===== config.mk =====
export PLATFORM = sky130hd
export DESIGN_NAME = axis_sample_sequencer
export DESIGN_NICKNAME = d
export VERILOG_FILES = /design/src/rtl/joystick_pkg.sv /design/src/rtl/sample_tick_gen.sv /design/src/rtl/axis_sample_sequencer.sv
export SDC_FILE = /design/constraint.sdc
export NUM_CORES = 1
export LEC_CHECK = 0
export BUFFER_PORTS_ARGS = -buffer_cell sky130_fd_sc_hd__buf_4
export CORE_ASPECT_RATIO = 1.5
export CORE_MARGIN = 10
export CORE_UTILIZATION = 60
export CTS_CLUSTER_DIAMETER = 30
export DETAILED_ROUTE_END_ITERATION = 16
export PLACE_DENSITY = 0.8
export SYNTH_ARGS = -nofsm -noshare
export SYNTH_HDL_FRONTEND = slang
export SYNTH_SLANG_ARGS = --single-unit

===== constraint.sdc =====
create_clock -name clk -period 10.1 [get_ports clk]
set_input_delay 2.02 -clock clk [delete_from_list [all_inputs] [get_ports clk]]
set_output_delay 2.02 -clock clk [all_outputs]
set_load 0.01 [all_outputs]

===== src/rtl/joystick_pkg.sv =====
// Shared definitions for the joystick sensor pollers: sequencer states,
// per-sample byte count, default register address and axis word width.
package joystick_pkg;

  typedef enum logic [1:0] {
    ST_IDLE = 2'd0,
    ST_REQ  = 2'd1,
    ST_GAP  = 2'd2
  } seq_state_t;

  localparam int          AXIS_BYTES        = 6;
  localparam int          AXIS_WIDTH        = 16;
  localparam logic [7:0]  DEFAULT_BASE_ADDR = 8'h32;

endpackage


===== src/rtl/sample_tick_gen.sv =====
// Free-running divider: one-cycle tick every SAMPLE_DIV cycles while enable is
// high; the count is held at zero while enable is low.
module sample_tick_gen #(
  parameter int SAMPLE_DIV = 100000
) (
  input  logic clk,
  input  logic reset,
  input  logic enable,
  output logic tick
);

  localparam int CW = $clog2(SAMPLE_DIV);
  localparam logic [CW-1:0] LAST = CW'(SAMPLE_DIV - 1);

  logic [CW-1:0] count;

  always_ff @(posedge clk or posedge reset) begin
    if (reset) begin
      count <= '0;
    end else if (!enable) begin
      count <= '0;
    end else if (count == LAST) begin
      count <= '0;
    end else begin
      count <= count + 1'b1;
    end
  end

  // Gated by enable so dropping enable also cancels a tick due this cycle.
  assign tick = enable && (count == LAST);

endmodule


===== src/rtl/axis_sample_sequencer.sv =====
// Periodic X/Y/Z accelerometer fetch over a req/ack byte-read port; publishes
// only complete samples, with timeout and overrun reported as pulses.
module axis_sample_sequencer
  import joystick_pkg::*;
#(
  parameter int         SAMPLE_DIV = 100000,
  parameter int         TIMEOUT    = 1024,
  parameter logic [7:0] BASE_ADDR  = DEFAULT_BASE_ADDR
) (
  input  logic        clk,
  input  logic        reset,
  input  logic        enable,
  output logic        rd_req,
  output logic [7:0]  rd_addr,
  input  logic        rd_ack,
  input  logic [7:0]  rd_data,
  output logic [15:0] data_x,
  output logic [15:0] data_y,
  output logic [15:0] data_z,
  output logic        sample_valid,
  output logic        busy,
  output logic        timeout_err,
  output logic        overrun,
  output logic [1:0]  fsm_state
);

  localparam int TW = $clog2(TIMEOUT);
  localparam logic [TW-1:0] WAIT_LAST = TW'(TIMEOUT - 1);
  localparam logic [2:0]    IDX_LAST  = 3'(AXIS_BYTES - 1);

  seq_state_t    state, state_next;
  logic          tick;
  logic [2:0]    idx;
  logic [2:0]    idx_inc;
  logic [TW-1:0] wait_cnt;
  logic [7:0]    shadow [AXIS_BYTES];
  logic          start, accept, expire, publish;

  sample_tick_gen #(
    .SAMPLE_DIV(SAMPLE_DIV)
  ) u_tick (
    .clk   (clk),
    .reset (reset),
    .enable(enable),
    .tick  (tick)
  );

  assign idx_inc   = idx + 3'd1;
  assign fsm_state = state;

  always_ff @(posedge clk or posedge reset) begin
    if (reset) state <= ST_IDLE;
    else       state <= state_next;
  end

  // rd_ack only matters in REQ, and it is checked before expiry so a
  // coincident ack wins over the timeout.
  always_comb begin
    state_next = state;
    start      = 1'b0;
    accept     = 1'b0;
    expire     = 1'b0;
    case (state)
      ST_IDLE: begin
        if (tick) begin
          start      = 1'b1;
          state_next = ST_REQ;
        end
      end
      ST_REQ: begin
        if (rd_ack) begin
          accept     = 1'b1;
          state_next = (idx == IDX_LAST) ? ST_IDLE : ST_GAP;
        end else if (wait_cnt == WAIT_LAST) begin
          expire     = 1'b1;
          state_next = ST_IDLE;
        end
      end
      ST_GAP:  state_next = ST_REQ;
      default: state_next = ST_IDLE;
    endcase
  end

  assign publish = accept && (idx == IDX_LAST);

  always_ff @(posedge clk or posedge reset) begin
    if (reset) begin
      idx          <= '0;
      wait_cnt     <= '0;
      rd_addr      <= '0;
      rd_req       <= 1'b0;
      busy         <= 1'b0;
      data_x       <= '0;
      data_y       <= '0;
      data_z       <= '0;
      sample_valid <= 1'b0;
      timeout_err  <= 1'b0;
      overrun      <= 1'b0;
      for (int i = 0; i < AXIS_BYTES; i++) shadow[i] <= '0;
    end else begin
      rd_req       <= (state_next == ST_REQ);
      busy         <= (state_next != ST_IDLE);
      sample_valid <= publish;
      timeout_err  <= expire;
      overrun      <= tick && (state != ST_IDLE);

      // Every REQ is entered from IDLE or GAP, so clearing outside REQ
      // gives each byte a fresh wait budget.
      if (state != ST_REQ)  wait_cnt <= '0;
      else if (!rd_ack)     wait_cnt <= wait_cnt + 1'b1;

      if (start) begin
        idx     <= '0;
        rd_addr <= BASE_ADDR;
      end

      if (accept) begin
        shadow[idx] <= rd_data;
        if (idx != IDX_LAST) begin
          idx     <= idx_inc;
          rd_addr <= BASE_ADDR + {5'd0, idx_inc};
        end
      end

      // The sixth byte is taken straight from rd_data on the publishing edge.
      if (publish) begin
        data_x <= {shadow[1], shadow[0]};
        data_y <= {shadow[3], shadow[2]};
        data_z <= {rd_data, shadow[4]};
      end
    end
  end

endmodule


# Word-level counts from Yosys, hierarchy flattened
# Index checks and enable logic that the tools add are counted.
[totals] ff_bits=141 inputBits=12 output_inout_bits=63 elab_cells=67
[classes] add_sub_neg=4 order_cmp=2 eq_ne=9 mux=25 bitwise=1 n_reduce_logical=7
[op_table] cell="$bwmux W48" count=1
[op_table] cell="$mux W17" count=2
[op_table] cell="$mux W8" count=4
[op_table] cell="$demux W8 S3" count=1
[op_table] cell="$mux W10" count=2
[op_table] cell="$add A17 B1 Y17 const B" count=1
[op_table] cell="$eq A17 B17 Y1 const B" count=1
[op_table] cell="$add A10 B1 Y10 const B" count=1
[op_table] cell="$eq A10 B10 Y1 const B" count=1
[op_table] cell="$mux W3" count=3
[op_table] cell="$mux W2" count=4
[op_table] cell="$add A6 B3 Y7 const A" count=1
[op_table] cell="$mux W1" count=7
[op_table] cell="$pmux W2 S3" count=1
[op_table] cell="$eq A2 B1 Y1 const B" count=2
[op_table] cell="$ge A4 B4 Y1 const B" count=1
[op_table] cell="$logic_and A1 B1 Y1" count=4
[op_table] cell="$lt A4 B1 Y1 const B" count=1
[op_table] cell="$ne A2 B1 Y1 const B" count=2
[op_table] cell="$not A3 Y4" count=1
[op_table] cell="$reduce_bool A2 Y1" count=2
[op_table] cell="$add A3 B1 Y3 const B" count=1
[op_table] cell="$eq A3 B3 Y1 const B" count=1
[op_table] cell="$ne A3 B3 Y1 const B" count=1
[op_table] cell="other kinds (2)" count=2

# Longest topological paths before layout
# Gate-level depths: netlist of the first run.
[depth] word_depth=7 depth_mapped=7 mapped_depth_nobuf=7

# Modules after synthesis
# From an unflattened synthesis of the first run, not the netlist that was laid out.
[hier_totals] hier_cells=389 hier_area_um2=5491.5
[by_module_without_submodules] module="axis_sample_sequencer" n_inst=1 cells_per_inst=302 area_each_um2=4605.7 seq_area_each_um2=2902.8
[by_module_without_submodules] module="sample_tick_gen" n_inst=1 cells_per_inst=87 area_each_um2=885.8 seq_area_each_um2=425.4

# Worst setup path after synthesis of the first run
# Ideal clock, no wire load.
[synth_path] path_kind="input to register" startpoint="input rd_ack" endpoint="register data_z[8]" setup_ns=0.125 arrival_ns=3.105 required_time_ns=9.975 slack_ns=6.870 stages=6 path_buffers=3 path_cell_list="buf_4 nand3b_1 nor2_1 buf_4 buf_4 mux2_2"
[synth_between] elab_chain_cells=3
[synth_rtl] element="start, declared" line="axis_sample_sequencer.sv:15" rtl="input logic rd_ack,"
[synth_rtl] element="$mux W1" line="axis_sample_sequencer.sv:71" rtl="if (rd_ack) begin"
[synth_rtl] element="$mux W1" line="axis_sample_sequencer.sv:63" rtl="case (state)"
[synth_rtl] element="$logic_and A1 B1 Y1" line="axis_sample_sequencer.sv:84" rtl="assign publish = accept && (idx == IDX_LAST);"
[synth_rtl] element="net publish" line="axis_sample_sequencer.sv:37" rtl="logic start, accept, expire, publish;"
[synth_rtl] element="end signal, assigned" line="axis_sample_sequencer.sv:129" rtl="data_z <= {rd_data, shadow[4]};"
[synth_rtl] element="end, declared" line="axis_sample_sequencer.sv:19" rtl="output logic [15:0] data_z,"
# The timed path passes the listed nets, and every way through them passes these cells.
# A chain may end at the register's enable or synchronous reset.

# Worst setup path after layout of the first run
[layout_path] startpoint="input rd_ack" endpoint="register data_z[10]"
[layout_between] elab_chain_cells=3
[layout_rtl] element="$mux W1" line="axis_sample_sequencer.sv:71"
[layout_rtl] element="$mux W1" line="axis_sample_sequencer.sv:63"
[layout_rtl] element="$logic_and A1 B1 Y1" line="axis_sample_sequencer.sv:84"
# Every way passes these cells.

==> flow_summary.json, run 1 <==
{
  "status": "completed",
  "timing.reg2reg.worst_path_depth": 4,
  "min_path_cells": 1,
  "hp-class": "reg -> reg",
  "grt_max_degree": 83,
  "r2r_setup_slack_ns": 8.02,
  "r2r-start": "fsm_state[1]$_DFF_PP0_",
  "min_from": "rd_addr[4]$_DFF_PP0_",
  "crit_chain": "buf_4 -> nand3b_1 -> nor2_4 -> buf_4 -> mux2_2",
  "first_pass_iters": 5,
  "path_class": "in -> reg",
  "routed_via_density": 5.56,
  "synth_cell_types": 46,
  "worstPathMaxFanout": 49,
  "core.rowCount": 42,
  "place.gp.congestion": 0.755,
  "yosys-top-cells-area": "dfrtp_1 62%, mux2_2 19%, xnor2_1 2.5%",
  "hold_end": "rd_addr[4]$_DFF_PP0_",
  "finalSetupViolCount": 0,
  "post_cts_buffers": 0,
  "finClkSkew_ns": 0.00712,
  "start_kind": "input pin",
  "ir_drop_v": 0.000149,
  "dieWidth_um": 97.1,
  "rsz0062_at_grt": "no",
  "cts_resized": 0,
  "syn_area_um2": 5350,
  "clk_latency_ns": 0.40,
  "drv_slew": 0,
  "core_area_um2": 8780,
  "synth_top_area_cell": "dfrtp_1",
  "dieArea_um2": 13200,
  "diodes": 0,
  "yosys_warnings": 0,
  "worstMarginPinSlew_ns": 0.979,
  "required_ns": 10.38,
  "period_share": 0.312,
  "regArea_um2": 3330,
  "setup_ws_ns": 6.95,
  "synth_top_area_share": 0.622,
  "slew_headroom": 0.348,
  "finalNonFillerCells": 588,
  "dp_slack_ns": 6.46,
  "tritoncts": "yes",
  "grt_pass1_wl_mm": 18.3,
  "slowest_stage": "buf_4",
  "multi_input_area_um2": 1930,
  "routed-via-count": 3267,
  "layout-drive-gt1-share": 0.435,
  "crit_top_cell": "buf_4",
  "h-tree-depth": 4,
  "avgSynthCellArea_um2": 14.1,
  "finalHoldViolations": 0,
  "drc_errors": 0,
  "synth_edf_count": 0,
  "antenna_found_initial": 0,
  "netlist_instances": 380,
  "area_growth_pct": 23.3,
  "die_y_um": 136,
  "cp-end-kind": "flop",
  "period_minus_slack_ns": 3.15,
  "worst-endpoint-arrival_ns": 3.43,
  "start_util": 0.610,
  "tns_ns": 0,
  "final_nets": 482,
  "postRouteAntennaNets": 0,
  "power_density_nw_per_um2": 290,
  "grtUsageTotal": 0.172,
  "ys_seq_area_frac": 0.622,
  "ios": 75,
  "final.fill_count": 542,
  "path_delay_family": "buffers and inverters",
  "cts.sinks": 133,
  "port_buffers": 74,
  "ctsHoldBuffers": 0,
  "dp.cells": 556,
  "max-cap-violations": 0,
  "ctsRootBufferMaster": "clkbuf_16",
  "overflow": 0,
  "dpl.hpwl_mm": 7.23,
  "routed_wl_mm": 10.9,
  "path_buf_inv": 2,
  "cts_buffers": 17,
  "drtIter0Drc": 105,
  "grt_pass1_vias": 3616,
  "clock_path_buffers": 2,
  "async_flop_share": 1.00,
  "power.leakage_nw": 3.17,
  "synth_ff_type": "dfrtp_1",
  "synth_fp_nets": 397,
  "fmax_ghz": 0.318,
  "routedWlPerCell_um": 18.6,
  "clk_pin_slew_ns": 0.05,
  "worstReg2RegEnd": "shadow[22]$_DFFE_PP0P_",
  "synth_seq_cells": 133,
  "max_stage_delay_ns": 0.53
}
[worst max path at each step]
| stage | from | end | slack (ns) | depth (start not counted) |
|---|---|---|---|---|
| 6_report | rd_ack | data_z[10]$_DFFE_PP0P_ | 6.95 | 5 |
| 5_1_grt | reset | data_z[6]$_DFFE_PP0P_ | 6.68 | 3 |
| 4_1_cts | reset | data_z[2]$_DFFE_PP0P_ | 6.89 | 3 |
| 3_5_place_dp | reset | sample_valid$_DFF_PP0_ | 6.46 | 3 |
| 3_3_place_gp | reset | sample_valid$_DFF_PP0_ | 6.48 | 3 |
| 2_1_floorplan | reset | busy$_DFF_PP0_ | 4.53 | 1 |
[sequential cells by signal, summed over array words and instances (netlist names)]
| name | flops |
|---|---|
| data_z | 16 |
| timeout_err | 1 |
| fsm_state | 2 |
| u_tick.count | 17 |
| rd_req | 1 |
| idx | 3 |
| sample_valid | 1 |
| data_y | 16 |
| busy | 1 |
| data_x | 16 |
| overrun | 1 |
| wait_cnt | 10 |
| rd_addr | 8 |
| shadow | 40 |
[cell usage after synthesis, types with 2 or more instances]
cell type / instances
a22o_1: 3
buf_4: 4
and4_1: 2
o21ai_0: 4
and3_1: 2
nor2_1: 32
buf_2: 4
nor4_1: 6
a21oi_1: 4
nand2_1: 8
mux2_2: 89
nor3_1: 4
ha_1: 5
inv_1: 9
nand2b_1: 3
nand4_1: 8
or3_1: 2
xnor2_1: 15
dfrtp_1: 133
xor2_1: 8
nand3_1: 7
nor2b_1: 2
and2_1: 3
[per-stage QoR]
step                       util  cell area (um^2)  hold slack (ns)  power [mW]
after floorplan               -              5350            0.450        1.09
after global placement    0.684              6010            0.452        1.28
after detailed placement  0.684              6010            0.458        1.32
after CTS                 0.752              6600            0.476        1.94
after global routing      0.752              6600            0.505        2.02
final                     0.752              6600            0.472        1.92
[routing by layer]
metal	global-route usage	share of wire
met1	0.187	0.41
met5	0	0
met3	0.0490	0.043
met4	0.0658	0.016
met2	0.309	0.53
[cell families (layout without fill, tap and decap cells)]
family,Yosys count,in the layout,share of synthesized area
DFF,133,133,0.622
and+or+nand+nor,92,92,0.0972
muxes,90,90,0.189
xor gates and xnor gates,23,23,0.0376
buffers and inverters,20,118,0.0192
AOI/OAI and AO/OA,17,17,0.0236
adders and majority gates,5,5,0.0117
[report_power, final]
part | switching, mW | internal, mW
combinational | 0.213 | 0.274
sequential | 0.114 | 0.712
clock | 0.210 | 0.394
[area by class of cell]
class / count / area share
Sequential cell: 133 / 0.504
Multi-Input combinational cell: 227 / 0.292
Timing Repair Buffer: 76 / 0.0864
Clock buffer: 23 / 0.0754
Tap cell: 110 / 0.0208
Clock inverter: 9 / 0.0150
Inverter: 10 / 0.00606
[placed cells by master, fill, tap and decap left out, types with 6 or more instances in the layout]
cell       count
xor2_1         8
inv_1          8
nand4_1        8
nand2_1        8
mux2_2        89
nand3_1        7
buf_4         76
nor2_1        31
xnor2_1       15
clkinv_2       6
clkbuf_16     17
nor4_1         6
dfrtp_1      133
Note: power is estimated with default switching activity, not from simulation.
==> run 2, diff against run 1 <==
--- a/config.mk
+++ b/config.mk
@@ -8,10 +8,10 @@
 export BUFFER_PORTS_ARGS = -buffer_cell sky130_fd_sc_hd__buf_4
 export CORE_ASPECT_RATIO = 1.5
 export CORE_MARGIN = 10
-export CORE_UTILIZATION = 60
+export CORE_UTILIZATION = 51
 export CTS_CLUSTER_DIAMETER = 30
 export DETAILED_ROUTE_END_ITERATION = 16
-export PLACE_DENSITY = 0.8
+export PLACE_DENSITY = 0.72
 export SYNTH_ARGS = -nofsm -noshare
 export SYNTH_HDL_FRONTEND = slang
 export SYNTH_SLANG_ARGS = --single-unit
==> constraint.sdc (replaced) <==
create_clock -name clk -period 2.75 [get_ports clk]
set_input_delay 0.55 -clock clk [delete_from_list [all_inputs] [get_ports clk]]
set_output_delay 0.55 -clock clk [all_outputs]
set_load 0.01 [all_outputs]
==> flow_summary.json, run 2 (synthesized netlist as in run 1, its figures left out) <==
{
  "overflow": 0,
  "mostFrequentLayoutCells": "133 x dfrtp_1, 89 x mux2_2, 75 x buf_4",
  "dp_slack_ns": 0.717,
  "dpl.hpwl_mm": 7.53,
  "setup_ws_ns": 0.704,
  "tritoncts": "yes",
  "drc_errors": 0,
  "start_util": 0.525,
  "final_nets": 484,
  "finalHoldViolations": 0,
  "slowest_stage": "and3_1",
  "post_cts_buffers": 0,
  "ir_drop_v": 0.000544,
  "largest_reg_flops": 40,
  "routed-via-count": 3246,
  "clock_path_buffers": 2,
  "max-cap-violations": 0,
  "finalSetupViolCount": 0,
  "dp.cells": 589,
  "port_buffers": 74,
  "routedWlPerCell_um": 17.5,
  "layout-drive-gt1-share": 0.440,
  "h-tree-depth": 4,
  "die_y_um": 145,
  "worstReg2RegEnd": "shadow[17]$_DFFE_PP0P_",
  "power_density_nw_per_um2": 1050,
  "required_ns": 3.04,
  "period_minus_slack_ns": 2.05,
  "r2r-start": "fsm_state[1]$_DFF_PP0_",
  "largest-register": "shadow",
  "fmax_ghz": 0.489,
  "clk_pin_slew_ns": 0.06,
  "grt_pass1_vias": 3464,
  "worst-endpoint-arrival_ns": 2.33,
  "power.leakage_nw": 3.17,
  "slew_headroom": 0.512,
  "final_common_cell": "dfrtp_1",
  "cts.sinks": 133,
  "ctsHoldBuffers": 0,
  "dieWidth_um": 104,
  "place.gp.congestion": 0.776,
  "area_growth_pct": 25.2,
  "finClkSkew_ns": 0.00462,
  "grtUsageTotal": 0.147,
  "routed_via_density": 5.23,
  "core.rowCount": 45,
  "p_int_mw": 5.06,
  "p_seq_frac": 0.428,
  "clk_latency_ns": 0.41,
  "hold_ws_ns": 0.266,
  "p_clk_frac": 0.320,
  "ctsRootBufferMaster": "clkbuf_16",
  "worstPathMaxFanout": 12,
  "cts_buffers": 17,
  "antenna_found_initial": 0,
  "hp-class": "in -> async",
  "cp-end-kind": "flop",
  "final.fill_count": 756,
  "grt_pass1_wl_mm": 18.0,
  "ios": 75,
  "rsz0062_at_grt": "no",
  "tns_ns": 0,
  "final_util": 0.658,
  "first_pass_iters": 4,
  "postRouteAntennaNets": 0,
  "cts_resized": 0,
  "drtIter0Drc": 93,
  "netSwitchingFraction": 0.281,
  "path_buf_inv": 0,
  "path_delay_family": "simple AND/OR/NAND/NOR gates",
  "r2r_setup_slack_ns": 0.70,
  "p_switching_mw": 1.98,
  "combPwrFrac": 0.252,
  "period_share": 0.744,
  "routed_wl_mm": 10.8,
  "max_stage_delay_ns": 0.46,
  "core_area_um2": 10200,
  "grt_max_degree": 54,
  "reg_top3": "shadow: 40 flops, u_tick.count: 17 flops",
  "timing.reg2reg.worst_path_depth": 4,
  "dieArea_um2": 15100,
  "status": "completed",
  "diodes": 0,
  "finalNonFillerCells": 621,
  "start_kind": "flop",
  "path_class": "reg -> reg",
  "crit_chain": "nand2b_2 -> nor3b_4 -> and3_1 -> mux2_2",
  "crit_start": "fsm_state[1]$_DFF_PP0_",
  "drv_slew": 0,
  "worstMarginPinSlew_ns": 0.731
}
==> run 2: cell type report <==
class	count	area, um^2	area share
Clock buffer	21	480	0.0717
Clock inverter	11	123	0.0183
Timing Repair Buffer	78	623	0.0930
Inverter	10	41.3	0.00616
Multi-Input combinational cell	227	1930	0.288
Sequential cell	133	3330	0.497
Tap cell	141	176	0.0263
==> run 2: metrics by stage <==
stage               power (mW)  area, um^2
floorplan                 3.99        5360
CTS                       7.14        6700
global placement          4.76        6100
finish                    7.03        6700
detailed placement        4.85        6100
global route              7.42        6700
==> run 2: power by group through the flow <==
stage | sequential [mW] | combinational (mW) | clock [mW]
2_1_floorplan | 3.09 | 0.896 | 0
3_3_place_gp | 3.00 | 1.76 | 0
3_5_place_dp | 3.04 | 1.81 | 0
4_1_cts | 3.02 | 1.83 | 2.30
5_1_grt | 3.09 | 1.94 | 2.38
6_report | 3.01 | 1.77 | 2.25
==> run 2: how the worst max path moves through the flow <==
stage,end,slack [ns],cells after the start
global route,shadow[17]$_DFFE_PP0P_,0.54,4
detailed placement,shadow[19]$_DFFE_PP0P_,0.72,4
CTS,shadow[17]$_DFFE_PP0P_,0.70,4
global placement,shadow[18]$_DFFE_PP0P_,0.82,4
floorplan,busy$_DFF_PP0_,0.55,1
finish,shadow[17]$_DFFE_PP0P_,0.70,4
==> run 2: layer usage <==
layer,vias to the layer above,routed length [um],track usage
met4,0,175,0.0538
met1,1644,4290,0.159
li1,1515,-,-
met2,74,5930,0.260
met3,13,453,0.0509
met5,-,0,0
